**config.mk**
```make
export PLATFORM = sky130hd
export DESIGN_NAME = param_pipe_reg
export DESIGN_NICKNAME = d
export VERILOG_FILES = /design/src/rtl/param_pipe_reg.sv
export SDC_FILE = /design/constraint.sdc
export NUM_CORES = 1
export LEC_CHECK = 0
export CAP_MARGIN = 10
export CELL_PAD_IN_SITES_DETAIL_PLACEMENT = 1
export CELL_PAD_IN_SITES_GLOBAL_PLACEMENT = 1
export CORE_ASPECT_RATIO = 1.75
export CORE_MARGIN = 1
export CORE_UTILIZATION = 35
export DETAILED_ROUTE_END_ITERATION = 7
export PLACE_DENSITY = 0.69
export REMOVE_ABC_BUFFERS = 1
export SETUP_SLACK_MARGIN = 0.02
export SYNTH_ARGS = -nofsm -noshare
export SYNTH_HDL_FRONTEND = slang
export SYNTH_SLANG_ARGS = --single-unit
```
**constraint.sdc**
```tcl
create_clock -name clk -period 6.2 [get_ports clk]
set_input_delay 0.93 -clock clk [delete_from_list [all_inputs] [get_ports clk]]
set_output_delay 0.93 -clock clk [all_outputs]
set_load 0.05 [all_outputs]
```
**src/rtl/param_pipe_reg.sv**
```systemverilog
// Parameterised valid/ready register pipeline with bubble collapsing, flush and occupancy count.
// Asynchronous active-high reset drives every stage to RESET_VAL.
module param_pipe_reg #(
    parameter int             W         = 32,
    parameter int             DEPTH     = 4,
    parameter logic [W-1:0]   RESET_VAL = '0
) (
    input  logic                         clk,
    input  logic                         resetn,
    input  logic                         flush,
    input  logic                         in_valid,
    output logic                         in_ready,
    input  logic [W-1:0]                 in_data,
    output logic                         out_valid,
    input  logic                         out_ready,
    output logic [W-1:0]                 out_data,
    output logic [$clog2(DEPTH+1)-1:0]   count,
    output logic                         full,
    output logic                         empty
);

    localparam int CW = $clog2(DEPTH + 1);

    logic [DEPTH-1:0] r_valid;
    logic [W-1:0]     r_data [DEPTH];
    logic [CW-1:0]    r_count;

    logic [DEPTH-1:0] w_ready;
    logic [DEPTH-1:0] w_stage_in_valid;
    logic [W-1:0]     w_stage_in_data [DEPTH];
    logic             w_push;
    logic             w_pop;

    // A stage can take a word when the sink is ready or any stage from it to the
    // output end is empty; this is the unrolled form of "next stage empty or advancing".
    for (genvar j = 0; j < DEPTH; j++) begin : g_stage
        assign w_ready[j] = out_ready | ~(&r_valid[DEPTH-1:j]);
        if (j == 0) begin : g_head
            assign w_stage_in_valid[j] = w_push;
            assign w_stage_in_data[j]  = in_data;
        end else begin : g_body
            assign w_stage_in_valid[j] = r_valid[j-1];
            assign w_stage_in_data[j]  = r_data[j-1];
        end
    end

    assign in_ready  = ~resetn & ~flush & w_ready[0];
    assign out_valid = r_valid[DEPTH-1] & ~flush;
    assign out_data  = r_data[DEPTH-1];
    assign w_push    = in_valid & in_ready;
    assign w_pop     = out_valid & out_ready;

    // NOTE: data registers are reset because out_data must show RESET_VAL during reset;
    // state uses <= so every stage samples its neighbour's pre-edge value.
    always_ff @(posedge clk or posedge resetn) begin
        if (resetn) begin
            r_valid <= '0;
            for (int j = 0; j < DEPTH; j++) r_data[j] <= RESET_VAL;
        end else if (flush) begin
            r_valid <= '0;
        end else begin
            for (int j = 0; j < DEPTH; j++) begin
                if (w_ready[j]) begin
                    r_valid[j] <= w_stage_in_valid[j];
                    // Emptied stages keep their old data.
                    if (w_stage_in_valid[j]) r_data[j] <= w_stage_in_data[j];
                end
            end
        end
    end

    always_ff @(posedge clk or posedge resetn) begin
        if (resetn) begin
            r_count <= '0;
        end else if (flush) begin
            r_count <= '0;
        end else begin
            case ({w_push, w_pop})
                2'b10:   r_count <= r_count + CW'(1);
                2'b01:   r_count <= r_count - CW'(1);
                default: r_count <= r_count;
            endcase
        end
    end

    assign count = r_count;
    assign full  = (r_count == CW'(DEPTH));
    assign empty = (r_count == '0);

endmodule

```
==> run metrics <==
CP Capture Type primary output; # DRC 6; post-synth top area share 0.6027; Placed Instances 572; Global Route Usage Sum 0.1437; power per cell area 398.8 nW/um^2; f_max 261.2 MHz; Worst EP arrival between 2000 and 3000 ps; FFs w/ async S/R, synth 1.000; layout cell share with drive strength beyond 1 0.3933; CP dominant cell by count clkdlybuf4s50_1; DRT antenna net count 0; DIE AREA 16550 sq um; RSZ-0062 raised after global routing no; routed vias/inst 4.804; Filler Cell Count around 1500; Final Instance Count excl. Fillers 603; WHS Path Cells 1; CTS tree done; setup TNS 0 ps; Post-Syn Area per Cell 15.83 sq um; DRT Pass-1 Iters 6; Worst path max stage delay 850 ps; die span in y 169.4 microns; post-synthesis cell type count 33; I/O Buffers 75; min-delay worst type reg2reg; Post-CTS Setup Repair Bufs 0; Die W 97.67 microns; Final Hold Vio Count 0; most frequent cell after synthesis dfrtp_1; Final setup viols 0; Core Footprint 15540 sq um; reg2reg setup slack between 4000 and 5000 ps; min Tclk post-route 3829 ps; initial antenna violation count 0; cell taking the most area after synthesis dfrtp_1; top post-synthesis cells by area dfrtp_1 60%, mux2_2 19%, mux2_4 8.0%; DR iter-0 viols around 110; YS warnings 0; Max transition margin 0.5128; CTS Sinks 135; Detail Placement HPWL 6439 microns; # Max-Cap Violations 0; CTS resizes 0; VDD IR max roughly 0.00016 V; Cell Rows 60; Lkg Pwr 3.147 nW; RePlAce Congestion between 0.7 and 0.8; fin nets ~440; Tcrit/Tclk final 0.6175; Top-Level Pins 76; CP endpoint in_ready; Overflow after GRT 0; first-pass GRT wire length 17880 microns; outcome finished, violations left; clock root buffer clkbuf_16; Syn Std Cell Area between 5000 and 6000 sq um; critical path cell sequence clkdlybuf4s50_1 > a211oi_1 > clkdlybuf4s50_1; CP max FO 18; Crit Path Category in2out; failing checks DRC; clk slew on worst S/H paths about 60 ps; Max Root-Sink Buffers 2; per-cell routed wire length 17.73 microns; Post-Syn Instances 354; Skew-Pair Late Insertion Delay 410 ps; critical path's slowest cell clkdlybuf4s50_1; Post-synth top cells 135 x dfrtp_1, 96 x mux2_2, 35 x buf_4; vias in the first global route 3399; area delta synth->final 22.50%; Slew Limit Fails 0; reg2reg end count[2]; hold_buf cts 0; largest net degree at the start of global routing just over 80; Reg2Reg Depth 5; Worst EP required between 5000 and 6000 ps; vias 2897; Post-synth EDFFs 0; Clock Skew between 6 and 7 ps; initial core utilization 0.3607; number of synthesized register bits 135; worst-margin pin slew around 730 ps; crit start category input port; Reg-to-Reg Start r_valid[2]; main flop type after synthesis dfrtp_1; Num CTS Buffers 17; H-tree level count 4; ant diodes 0; Worst Setup SP flush; post-synthesis sequential area ratio 0.6027; Total Wirelength 10690 microns
[registers in the layout (all words and copies together), names as in the netlist]
signal and count:
r_valid 4, r_data 96, count 3, out_data 32
[worst max-delay path: cells and delay by family]
kind,cells,cell delay (ps)
compound gates,1,340
buf+inv,2,1620
[metal layers]
metal	GRT usage	vias to the layer above	share of wire
li1	-	1295	-
met1	0.1634	1542	0.41
met2	0.2522	49	0.54
met3	0.03295	11	0.027
met4	0.07115	0	0.016
met5	0	-	0
[final cells by class]
cell class | instances | area [sq um] | share of cell area
Clock buffer | 19 | 432.9 | 0.06305
Clock inverter | 12 | 178.9 | 0.02606
Inverter | 1 | 8.758 | 0.001276
Multi-Input combinational cell | 170 | 1847 | 0.2690
Sequential cell | 135 | 3378 | 0.4920
Tap cell | 186 | 232.7 | 0.03389
Timing Repair Buffer | 80 | 788.3 | 0.1148
[power breakdown]
group / internal (W) / leakage, nW / switching, W / total (W)
logic: 0.000271 / 1.14 / 0.000211 / 0.000481
registers: 0.00110 / 1.71 / 0.000116 / 0.00121
clock network: 0.000671 / 0.289 / 0.000374 / 0.00104
[worst min-delay path by stage]
stage,startpoint,end,slack [ps]
2_1_floorplan,r_data[127],r_data[127],450
3_3_place_gp,r_data[100],r_data[100],470
3_5_place_dp,r_data[101],r_data[101],490
4_1_cts,r_data[101],r_data[101],500
5_1_grt,r_data[44],r_data[44],510
6_report,r_data[127],r_data[127],490
[stage by stage]
step	power [W]	setup WS, ps	hold slack (ps)	utilization	instance area, sq um
2_1_floorplan	0.001548	1659	454.1	-	5223
3_5_place_dp	0.001713	2362	488.6	0.4025	6255
5_1_grt	0.002868	2272	511.9	0.4419	6867
6_report	0.002738	2371	494.1	0.4419	6867
3_3_place_gp	0.001681	2418	468.5	0.4025	6255
4_1_cts	0.002781	2346	501.5	0.4419	6867
[cell families (layout without fill, tap and decap cells)]
group           Yosys count  after routing  synth area share
compound gates           12             12           0.01719
fa+ha+maj                 1              1          0.003572
buf+inv                  49            112           0.06897
flops                   135            135            0.6027
mux                     129            129            0.2792
simple gates             28             28           0.02835
[cell usage in the layout, fill, tap and decap left out, drive strengths merged]
master	Yosys	final
a211oi	2	2
a21boi	2	2
a21oi	3	3
a221o	1	1
a32o	1	1
and2b	1	1
and3b	1	1
and4b	1	1
buf	47	5
bufinv	0	4
clkbuf	1	19
clkdlybuf4s50	0	75
clkinv	0	5
clkinvlp	0	3
dfrtp	135	135
fa	1	1
inv	1	1
mux2	129	129
nand2	5	5
nand2b	2	2
nand3	1	1
nand3b	1	1
nor2	8	8
nor2b	4	4
nor3	1	1
nor3b	2	2
o21ai	2	2
o2bb2ai	1	1
or3b	1	1
No activity file was read; power rests on OpenSTA's default activity.
